**src/rtl/xrv_pkg.sv**
```systemverilog
// -----------------------------------------------------------------------------
// xrv_pkg
// Shared types and constants for the xrv data-bus bridge and its helpers.
//   dbus_state_t  : bridge FSM states (IDLE, SRAM, PREQ, RESP)
//   DBUS_ERR_DATA : read data returned when a peripheral access times out
// -----------------------------------------------------------------------------
package xrv_pkg;

  typedef enum logic [1:0] {
    IDLE = 2'd0,
    SRAM = 2'd1,
    PREQ = 2'd2,
    RESP = 2'd3
  } dbus_state_t;

  localparam logic [31:0] DBUS_ERR_DATA = 32'hDEAD_BEEF;

endpackage

```
**src/rtl/xrv_dbus_bridge_if.sv**
```systemverilog
// -----------------------------------------------------------------------------
// xrv_dbus_bridge_if
// Groups the three buses around the data-bus bridge:
//   d_* : core load/store port (core drives requests, bridge returns ready)
//   m_* : tightly-coupled SRAM (fixed 1-cycle read latency)
//   p_* : peripheral port
// Modports:
//   slave  : the bridge's view (core requests in, SRAM/peripheral requests out)
//   master : the surrounding system's view (core, SRAM and peripheral models)
//
// Handshake semantics:
//   Core side   : d_wr_req/d_rd_req are held until the matching one-cycle
//                 d_wr_ready/d_rd_ready pulse; the core drops (or changes) the
//                 request the cycle after the pulse. Write wins if both are set.
//   Peripheral  : p_valid rises with a stable p_addr/p_be/p_wdata/p_write and
//                 stays high until the first cycle with p_ready=1 (transfer
//                 completes in that cycle, p_rdata sampled there) or until the
//                 bridge gives up on timeout. p_valid may also drop on reset,
//                 abandoning the request.
// -----------------------------------------------------------------------------
interface xrv_dbus_bridge_if #(
  parameter int SRAM_AW = 12
);
  logic [31:0]        d_addr;
  logic               d_wr_req;
  logic               d_rd_req;
  logic [3:0]         d_be;
  logic [31:0]        d_wr_data;
  logic               d_wr_ready;
  logic               d_rd_ready;
  logic [31:0]        d_rd_data;

  logic               m_cs;
  logic               m_we;
  logic [3:0]         m_be;
  logic [SRAM_AW-1:0] m_addr;
  logic [31:0]        m_wdata;
  logic [31:0]        m_rdata;

  logic               p_valid;
  logic               p_write;
  logic [31:0]        p_addr;
  logic [3:0]         p_be;
  logic [31:0]        p_wdata;
  logic               p_ready;
  logic [31:0]        p_rdata;

  modport slave (
    input  d_addr, d_wr_req, d_rd_req, d_be, d_wr_data,
    output d_wr_ready, d_rd_ready, d_rd_data,
    output m_cs, m_we, m_be, m_addr, m_wdata,
    input  m_rdata,
    output p_valid, p_write, p_addr, p_be, p_wdata,
    input  p_ready, p_rdata
  );

  modport master (
    output d_addr, d_wr_req, d_rd_req, d_be, d_wr_data,
    input  d_wr_ready, d_rd_ready, d_rd_data,
    input  m_cs, m_we, m_be, m_addr, m_wdata,
    output m_rdata,
    input  p_valid, p_write, p_addr, p_be, p_wdata,
    output p_ready, p_rdata
  );

endinterface

```
**src/rtl/xrv_bus_timer.sv**
```systemverilog
// -----------------------------------------------------------------------------
// xrv_bus_timer
// 16-bit saturating wait counter with a timeout compare. Shared by the data
// and instruction bus bridges.
//   clk, rstb : clock, synchronous active-low reset
//   clr       : restart counting from zero (takes priority over en)
//   en        : count this cycle
//   expired   : the current waiting cycle is the TIMEOUT-th one since clr
// -----------------------------------------------------------------------------
module xrv_bus_timer #(
  parameter int unsigned TIMEOUT = 255
) (
  input  logic clk,
  input  logic rstb,
  input  logic clr,
  input  logic en,
  output logic expired
);

  // The count is zero during the first waiting cycle, so the TIMEOUT-th
  // waiting cycle sees count == TIMEOUT-1.
  localparam logic [15:0] LIMIT = 16'(TIMEOUT - 1);

  logic [15:0] count;

  always_ff @(posedge clk) begin
    if (!rstb) begin
      count <= 16'd0;
    end else if (clr) begin
      count <= 16'd0;
    end else if (en && (count != 16'hFFFF)) begin
      count <= count + 16'd1;
    end
  end

  assign expired = (count >= LIMIT);

endmodule

```
**src/rtl/xrv_dbus_bridge.sv**
```systemverilog
// -----------------------------------------------------------------------------
// xrv_dbus_bridge
// Routes core load/store requests to the tightly-coupled SRAM or to the
// peripheral port, returning a one-cycle ready pulse to the core.
//   clk, rstb : clock, synchronous active-low reset
//   bus       : d_* core port, m_* SRAM port, p_* peripheral port
//   bus_err   : sticky peripheral-timeout flag, cleared only by reset
//   state_dbg : current FSM state
// -----------------------------------------------------------------------------
module xrv_dbus_bridge
  import xrv_pkg::*;
#(
  parameter int SRAM_AW    = 12,
  parameter int PERIPH_BIT = 31,
  parameter int TIMEOUT    = 255
) (
  input  logic                clk,
  input  logic                rstb,
  xrv_dbus_bridge_if.slave    bus,
  output logic                bus_err,
  output dbus_state_t         state_dbg
);

  dbus_state_t state_q, state_d;

  logic               is_wr_q;
  logic [31:0]        rdata_q;
  logic               p_valid_q, p_write_q;
  logic [31:0]        p_addr_q, p_wdata_q;
  logic [3:0]         p_be_q;
  logic               bus_err_q;

  logic               accept_s, accept_p, p_done, p_tmo, expired;
  logic               m_cs, m_we, wr_ready, rd_ready;
  logic [3:0]         m_be;
  logic [SRAM_AW-1:0] m_addr;
  logic [31:0]        m_wdata, rd_data;

  wire any_req   = bus.d_wr_req | bus.d_rd_req;
  wire is_periph = bus.d_addr[PERIPH_BIT];

  xrv_bus_timer #(.TIMEOUT(TIMEOUT)) u_timer (
    .clk     (clk),
    .rstb    (rstb),
    .clr     (accept_p),
    .en      ((state_q == PREQ) && !bus.p_ready),
    .expired (expired)
  );

  always_ff @(posedge clk) begin
    if (!rstb) state_q <= IDLE;
    else       state_q <= state_d;
  end

  always_comb begin
    state_d  = state_q;
    accept_s = 1'b0;
    accept_p = 1'b0;
    p_done   = 1'b0;
    p_tmo    = 1'b0;
    m_cs     = 1'b0;
    m_we     = 1'b0;
    m_be     = 4'd0;
    m_addr   = '0;
    m_wdata  = 32'd0;
    wr_ready = 1'b0;
    rd_ready = 1'b0;
    rd_data  = rdata_q;
    case (state_q)
      IDLE: begin
        // Gated by rstb so no SRAM strobe escapes while reset is held.
        if (rstb && any_req) begin
          if (!is_periph) begin
            accept_s = 1'b1;
            m_cs     = 1'b1;
            m_we     = bus.d_wr_req;
            m_be     = bus.d_be;
            m_addr   = bus.d_addr[SRAM_AW+1:2];
            m_wdata  = bus.d_wr_data;
            state_d  = SRAM;
          end else begin
            accept_p = 1'b1;
            state_d  = PREQ;
          end
        end
      end
      SRAM: begin
        wr_ready = is_wr_q;
        rd_ready = !is_wr_q;
        rd_data  = bus.m_rdata;
        state_d  = IDLE;
      end
      PREQ: begin
        // A ready arriving in the expiry cycle still counts as a success.
        if (bus.p_ready) begin
          p_done  = 1'b1;
          state_d = RESP;
        end else if (expired) begin
          p_tmo   = 1'b1;
          state_d = RESP;
        end
      end
      RESP: begin
        wr_ready = is_wr_q;
        rd_ready = !is_wr_q;
        state_d  = IDLE;
      end
      default: state_d = IDLE;
    endcase
  end

  always_ff @(posedge clk) begin
    if (!rstb) begin
      is_wr_q   <= 1'b0;
      rdata_q   <= 32'd0;
      p_valid_q <= 1'b0;
      p_write_q <= 1'b0;
      p_addr_q  <= 32'd0;
      p_be_q    <= 4'd0;
      p_wdata_q <= 32'd0;
      bus_err_q <= 1'b0;
    end else begin
      if (accept_s || accept_p) is_wr_q <= bus.d_wr_req;
      if (accept_p) begin
        p_valid_q <= 1'b1;
        p_write_q <= bus.d_wr_req;
        p_addr_q  <= bus.d_addr;
        p_be_q    <= bus.d_be;
        p_wdata_q <= bus.d_wr_data;
      end
      if (p_done) begin
        p_valid_q <= 1'b0;
        rdata_q   <= bus.p_rdata;
      end
      if (p_tmo) begin
        p_valid_q <= 1'b0;
        rdata_q   <= DBUS_ERR_DATA;
        bus_err_q <= 1'b1;
      end
    end
  end

  assign bus.m_cs       = m_cs;
  assign bus.m_we       = m_we;
  assign bus.m_be       = m_be;
  assign bus.m_addr     = m_addr;
  assign bus.m_wdata    = m_wdata;
  assign bus.d_wr_ready = wr_ready;
  assign bus.d_rd_ready = rd_ready;
  assign bus.d_rd_data  = rd_data;
  assign bus.p_valid    = p_valid_q;
  assign bus.p_write    = p_write_q;
  assign bus.p_addr     = p_addr_q;
  assign bus.p_be       = p_be_q;
  assign bus.p_wdata    = p_wdata_q;
  assign bus_err        = bus_err_q;
  assign state_dbg      = state_q;

endmodule

```
**src/flat_wrapper.sv**
```systemverilog
// flat-port wrapper written by rule: the top's interface ports become plain ports
module xrv_dbus_bridge_flat import xrv_pkg::*;
#(
  parameter int SRAM_AW    = 12,
  parameter int PERIPH_BIT = 31,
  parameter int TIMEOUT    = 255
)
  (clk, rstb, bus_err, state_dbg, bus_d_addr, bus_d_wr_req, bus_d_rd_req, bus_d_be, bus_d_wr_data, bus_d_wr_ready, bus_d_rd_ready, bus_d_rd_data, bus_m_cs, bus_m_we, bus_m_be, bus_m_addr, bus_m_wdata, bus_m_rdata, bus_p_valid, bus_p_write, bus_p_addr, bus_p_be, bus_p_wdata, bus_p_ready, bus_p_rdata);
  xrv_dbus_bridge_if #(.SRAM_AW(SRAM_AW)) bus_i ();
  input  logic clk;
  input  logic rstb;
  output logic bus_err;
  output dbus_state_t state_dbg;
  input wire logic [$bits(bus_i.d_addr)-1:0] bus_d_addr;
  input wire logic [$bits(bus_i.d_wr_req)-1:0] bus_d_wr_req;
  input wire logic [$bits(bus_i.d_rd_req)-1:0] bus_d_rd_req;
  input wire logic [$bits(bus_i.d_be)-1:0] bus_d_be;
  input wire logic [$bits(bus_i.d_wr_data)-1:0] bus_d_wr_data;
  output wire logic [$bits(bus_i.d_wr_ready)-1:0] bus_d_wr_ready;
  output wire logic [$bits(bus_i.d_rd_ready)-1:0] bus_d_rd_ready;
  output wire logic [$bits(bus_i.d_rd_data)-1:0] bus_d_rd_data;
  output wire logic [$bits(bus_i.m_cs)-1:0] bus_m_cs;
  output wire logic [$bits(bus_i.m_we)-1:0] bus_m_we;
  output wire logic [$bits(bus_i.m_be)-1:0] bus_m_be;
  output wire logic [$bits(bus_i.m_addr)-1:0] bus_m_addr;
  output wire logic [$bits(bus_i.m_wdata)-1:0] bus_m_wdata;
  input wire logic [$bits(bus_i.m_rdata)-1:0] bus_m_rdata;
  output wire logic [$bits(bus_i.p_valid)-1:0] bus_p_valid;
  output wire logic [$bits(bus_i.p_write)-1:0] bus_p_write;
  output wire logic [$bits(bus_i.p_addr)-1:0] bus_p_addr;
  output wire logic [$bits(bus_i.p_be)-1:0] bus_p_be;
  output wire logic [$bits(bus_i.p_wdata)-1:0] bus_p_wdata;
  input wire logic [$bits(bus_i.p_ready)-1:0] bus_p_ready;
  input wire logic [$bits(bus_i.p_rdata)-1:0] bus_p_rdata;
  assign bus_i.d_addr = bus_d_addr;
  assign bus_i.d_wr_req = bus_d_wr_req;
  assign bus_i.d_rd_req = bus_d_rd_req;
  assign bus_i.d_be = bus_d_be;
  assign bus_i.d_wr_data = bus_d_wr_data;
  assign bus_d_wr_ready = bus_i.d_wr_ready;
  assign bus_d_rd_ready = bus_i.d_rd_ready;
  assign bus_d_rd_data = bus_i.d_rd_data;
  assign bus_m_cs = bus_i.m_cs;
  assign bus_m_we = bus_i.m_we;
  assign bus_m_be = bus_i.m_be;
  assign bus_m_addr = bus_i.m_addr;
  assign bus_m_wdata = bus_i.m_wdata;
  assign bus_i.m_rdata = bus_m_rdata;
  assign bus_p_valid = bus_i.p_valid;
  assign bus_p_write = bus_i.p_write;
  assign bus_p_addr = bus_i.p_addr;
  assign bus_p_be = bus_i.p_be;
  assign bus_p_wdata = bus_i.p_wdata;
  assign bus_i.p_ready = bus_p_ready;
  assign bus_i.p_rdata = bus_p_rdata;
  xrv_dbus_bridge #(.SRAM_AW(SRAM_AW), .PERIPH_BIT(PERIPH_BIT), .TIMEOUT(TIMEOUT)) u_core (.clk(clk), .rstb(rstb), .bus(bus_i), .bus_err(bus_err), .state_dbg(state_dbg));
endmodule
```
**config.mk**
```make
export PLATFORM = sky130hd
export DESIGN_NAME = xrv_dbus_bridge_flat
export DESIGN_NICKNAME = d
export VERILOG_FILES = /design/src/rtl/xrv_pkg.sv /design/src/rtl/xrv_dbus_bridge_if.sv /design/src/rtl/xrv_bus_timer.sv /design/src/rtl/xrv_dbus_bridge.sv /design/src/flat_wrapper.sv
export SDC_FILE = /design/constraint.sdc
export NUM_CORES = 1
export LEC_CHECK = 0
export BUFFER_PORTS_ARGS = -buffer_cell sky130_fd_sc_hd__buf_4
export CAP_MARGIN = 20
export CORE_AREA = 2 2 112 114
export DETAILED_ROUTE_END_ITERATION = 8
export DIE_AREA = 0 0 114 116
export PLACE_DENSITY = 0.8
export SETUP_SLACK_MARGIN = 0.1
export SLEW_MARGIN = 20
export SYNTH_ARGS = -nofsm -noshare
export SYNTH_HDL_FRONTEND = slang
export SYNTH_SLANG_ARGS = --single-unit
export TNS_END_PERCENT = 5
```
**constraint.sdc**
```tcl
create_clock -name clk -period 3.33 [get_ports clk]
set_clock_uncertainty 0.2 [all_clocks]
set_input_delay 0.333 -clock clk [delete_from_list [all_inputs] [get_ports clk]]
set_output_delay 0.333 -clock clk [all_outputs]
set_load 0.05 [all_outputs]
```
### Word level (Yosys, flattened, before mapping)

Cells that the tools add are included.

| word-level totals | value |
|---|---|
| output and inout bits | 157 |
| logic and storage cells | 67 |
| input bits | 137 |
| register bits | 122 |

| cells by class | value |
|---|---|
| reduce and logical (&&, ||, !) cells | 13 |
| $lt $le $gt $ge | 1 |
| equal/unequal tests | 6 |
| add/subtract/negate cells | 1 |
| bitwise gates (word level) | 2 |
| multiplexer cells | 33 |

Operator list:

| cell | number |
|---|---|
| 32-bit two-way mux | 6 |
| 12-bit two-way mux | 3 |
| 16-bit by 1-bit adder with 16-bit output, second input constant | 1 |
| 16-bit by 8-bit greater-or-equal comparator with 1-bit output, second input constant | 1 |
| 1-bit two-way mux | 16 |
| 16-bit != test, second input constant | 1 |
| 4-bit two-way mux | 3 |
| 2-bit two-way mux | 4 |
| 2-bit case mux with 3 select lines | 1 |
| 2-bit OR reduction | 3 |
| 2-bit == test, second input constant | 2 |
| 1-bit logical AND | 3 |
| 3-bit by 2-bit != test with 1-bit output, second input constant | 1 |
| 3-bit OR reduction | 1 |
| 2-bit by 1-bit == test with 1-bit output, second input constant | 1 |
| 1-bit zero test | 2 |
| 2-bit zero test | 1 |
| 2-bit by 1-bit != test with 1-bit output, second input constant | 1 |
| 2-bit AND reduction | 1 |
| 2-bit nonzero test | 1 |
| 1-bit logical OR | 1 |
| 1-bit inverter | 1 |
| 1-bit bitwise OR | 1 |

### Longest topological paths before layout

| logic depth | value |
|---|---|
| word-level depth | 5 |
| depth in mapped cells | 7 |
| gate-level depth less buffers | 6 |

### Hierarchy

A second synthesis with hierarchy kept.

| second synthesis, totals | value |
|---|---|
| cells, all modules | 677 |
| area total of the unflattened synthesis | 5481.5 µm² |

By module, submodules not included:

| module | area each (µm²) | sequential area each (µm²) | instances | cells each |
|---|---|---|---|---|
| xrv_dbus_bridge | 4610.7 | 2122.0 | 1 | 572 |
| xrv_bus_timer | 870.8 | 320.3 | 1 | 105 |

### Worst setup path before layout

No wires, ideal clock.

| path | value |
|---|---|
| kind | reg2out |
| start point | reg u_core.state_q[1] (netlist: u_core.state_dbg[1]) |
| end point | out bus_m_wdata[22] |
| cell stages (with the launch flop) | 6 |
| data required time | 2.797 ns |
| arrival | 2.508 ns |
| buffers on the path | 2 |
| slack | 0.289 ns |
| cell sequence | dfxtp_1 > buf_4 > nor2_1 > nor4b_1 > clkbuf_1 > and2_1 |

| on the way | value |
|---|---|
| word-level cells in the longest chain between the ends | 2 |

Ends and longest elaborated chain:

| item | line | source |
|---|---|---|
| start, declared | xrv_dbus_bridge.sv:24 | `dbus_state_t state_q, state_d;` |
| start signal, assigned | xrv_dbus_bridge.sv:52 | `else state_q <= state_d;` |
| 2-bit zero test | xrv_dbus_bridge.sv:69 | `case (state_q)` |
| 32-bit two-way mux | xrv_dbus_bridge.sv:69 |  |
| end, declared | flat_wrapper.sv:26 | `output wire logic [$bits(bus_i.m_wdata)-1:0] bus_m_wdata;` |

No other way between the ends.

### Worst setup path in the final report

| path | value |
|---|---|
| start point | reg u_core.state_q[1] (netlist: u_core.state_dbg[1]) |
| end point | out bus_m_addr[9] |

| on the way | value |
|---|---|
| word-level cells in the longest chain between the ends | 2 |

Ends and longest elaborated chain:

| item | line | source |
|---|---|---|
| 2-bit zero test | xrv_dbus_bridge.sv:69 |  |
| 12-bit two-way mux | xrv_dbus_bridge.sv:69 |  |
| end, declared | flat_wrapper.sv:25 | `output wire logic [$bits(bus_i.m_addr)-1:0] bus_m_addr;` |

No other way between the ends.

==> impl_metrics.py <==
metrics = {
    "placed_design": {
        "portBuffers": 293,
        "post-place-ws_ns": 0.982,
        "gp_congestion": 0.869,
        "hpwl_mm": 12.3,
        "place_area_um2": 7680,
    },
    "clock_network": {
        "h-tree-depth": 4,
        "clock_path_buffers": 2,
        "clkTransAtPathRegs_ns": 0.05,
        "cts_tree": "done",
        "clock_latency_ns": 0.41,
        "clockRootBuffer": "clkbuf_16",
        "cts_buffers": 17,
        "numClockSinks": 122,
    },
    "logic_synthesis": {
        "synth_top_cells_by_count": "nand2_1 (149), dfxtp_1 (122), a21oi_1 (103)",
        "synth.cell_area_um2": 5370,
        "synth_area_leader_cell": "dfxtp_1",
        "seq_area_frac_synth": 0.455,
        "yosys_register_bits": 122,
        "synth_ff_type": "dfxtp_1",
        "synth_area_per_cell_um2": 8.36,
        "yosysMostFrequentCell": "nand2_1",
        "async_flop_share": 0,
        "yosys-top-cells-area": "dfxtp_1 (45%), nand2_1 (10%), a21oi_1 (9.6%)",
        "syn_nets": 782,
        "synth-edff-count": 0,
        "netlist_instances": 643,
        "synth_top_cell_area_share": 0.455,
        "ys_warn_count": 0,
        "synth_cell_types": 43,
    },
    "sta": {
        "hold_violations": 0,
        "period_share": 0.822,
        "rsz0062_at_grt": "no",
        "fin_ws_ns": 0.593,
        "min_period_ns": 2.74,
        "worst_pin_slew_ns": 0.655,
        "setup-tns-final_ns": 0,
        "setup_viol": 0,
        "slew_viol_final": 0,
        "slew_headroom": 0.561,
        "fmax_ghz": 0.365,
    },
    "route": {
        "wire_per_inst_um": 16.5,
        "vias_per_cell": 5.23,
        "via_count": 6021,
        "drcViolationCount": 0,
        "ant_nets": 0,
        "drt_pre_antenna_iters": 5,
        "wirelength_mm": 19.1,
        "first_iter_violations": 290,
    },
    "finish": {
        "fillers": 814,
        "area_growth_pct": 67.9,
        "multiInputGateArea_um2": 2730,
        "final_layout_size_suffix_gt1_frac": 0.371,
        "fin_area_um2": 9020,
        "fin_nets": 1132,
        "diodes": 0,
        "regArea_um2": 2440,
        "fin_util": 0.757,
    },
    "global_routing": {
        "grt_pass1_wl_mm": 28.7,
        "grt_max_degree": 66,
        "grt_pass1_vias": 5725,
        "grtUsageTotal": 0.278,
        "grt-ovfl-total": 0,
        "antenna_found_initial": 0,
    },
    "power": {
        "p_leak_nw": 4.15,
        "pwr-share-clk": 0.433,
        "switching_share": 0.281,
        "p_seq_frac": 0.351,
        "power_mw": 4.42,
        "ir_worst_vdd_uv": 335,
        "internal-power_mw": 3.18,
        "p_switching_mw": 1.24,
        "combPwrFrac": 0.216,
        "power_density_nw_per_um2": 490,
    },
    "die": {
        "fp-row-count": 40,
        "die_h_um": 116,
        "die_w_um": 114,
        "coreArea_um2": 11900,
        "start_util": 0.451,
        "die-area_um2": 13200,
        "ios": 294,
    },
    "worst_setup_path": {
        "crit_path_start_kind": "flip-flop",
        "reg2reg_setup_slack_ns": 0.99,
        "arrival_ns": 2.20,
        "startpoint": "u_core.state_dbg[1]",
        "critical_path.max_fanout": 50,
        "crit_required_ns": 2.80,
        "end_kind": "output pin",
        "r2r_start": "u_core.state_dbg[1]",
        "path_class": "flip-flop to output pin",
    },
    "flow_run": {
        "maxCapViolations": 0,
    },
    "min_path": {
        "min_from": "bus_d_addr[3]",
        "worstHoldPathType": "input port to flip-flop",
    },
    "outcome": {
        "outcome": "completed",
    },
}
[area by class of cell]
class | count | area share
Clock inverter | 8 | 0.0158
Clock buffer | 23 | 0.0519
Sequential cell | 122 | 0.271
Tap cell | 147 | 0.0204
Timing Repair Buffer | 378 | 0.336
Multi-Input combinational cell | 468 | 0.302
Inverter | 6 | 0.00250
[critical path, stage by stage (launching register included)]
cell	delay [ns]
dfxtp_1	0.44
nor2_1	0.25
nor4b_2	0.24
buf_4	0.40
and2_1	0.22
buf_4	0.21
[path summary, 6_finish.rpt]
| check | end | cells after the start |
|---|---|---|
| setup / recovery | bus_m_addr[9] | 5 |
| hold / removal | u_core.bus.p_addr[3] | 3 |
| setup reg to reg | u_core.u_timer.count[9] | 4 |
| hold reg to reg | u_core.bus_err | 2 |
[stage by stage]
| stage | cells | hold WS (ns) |
|---|---|---|
| after floorplan | 643 | 0.244 |
| after global placement | 1048 | 0.235 |
| after detailed placement | 1048 | 0.243 |
| after CTS | 1152 | 0.0000269 |
| after global routing | 1152 | 0.00238 |
| final | 1152 | 0.00573 |
[per-layer routing]
metal  routed length [um]  track usage  share of wire  up-vias
li1                     -            -              -     2897
met2                 9600        0.481           0.50      316
met4                  835        0.144          0.044        0
met1                 6960        0.314           0.36     2750
met3                 1670       0.0805          0.088       58
met5                    0            0              0        -
[sequential cells by signal, summed over array words and instances (netlist names)]
name	count
u_core.bus.p_addr	32
u_core.bus.p_be	4
u_core.bus.p_valid	1
u_core.bus.p_wdata	32
u_core.bus.p_write	1
u_core.bus_err	1
u_core.is_wr_q	1
u_core.rdata_q	32
u_core.state_dbg	2
u_core.u_timer.count	16
[power by group through the flow]
stage	Sequential (mW)	Clock [mW]	Combinational, mW
global placement	1.58	0	0.864
detailed placement	1.58	0	0.871
global route	1.56	2.02	1.00
CTS	1.55	1.94	0.941
finish	1.56	1.91	0.955
floorplan	1.71	0	0.415
[logic make-up after synthesis]
kind of cell | after synthesis | share of synthesized area
flops | 122 | 0.455
fa+ha+maj | 2 | 0.00466
buf+inv | 53 | 0.0403
mux | 65 | 0.129
simple gates | 270 | 0.242
compound gates | 131 | 0.130
[placed cells by master (no fill, tap or decap), types with 4 or more instances in the layout]
cell type and count:
buf_4 304, nand2_1 149, dfxtp_1 122, a21oi_1 103
dlygate4sd3_1 73, and2_1 52, mux2i_1 33, mux2_2 32
clkbuf_16 17, nor2_1 16, o21ai_0 13, nand4_1 8
nor4_1 8, nand3_1 7, or3_1 7, or4_1 6
inv_1 5, clkbuf_1 4, bufinv_16 4
[repair_timing]
action | CTS | global route
setup buffers | 0 | 0
hold buffers | 73 | 0
gates resized for setup | 0 | 0
endpoints found under the hold margin | 73 | 0
No activity file was read; power rests on OpenSTA's default activity.
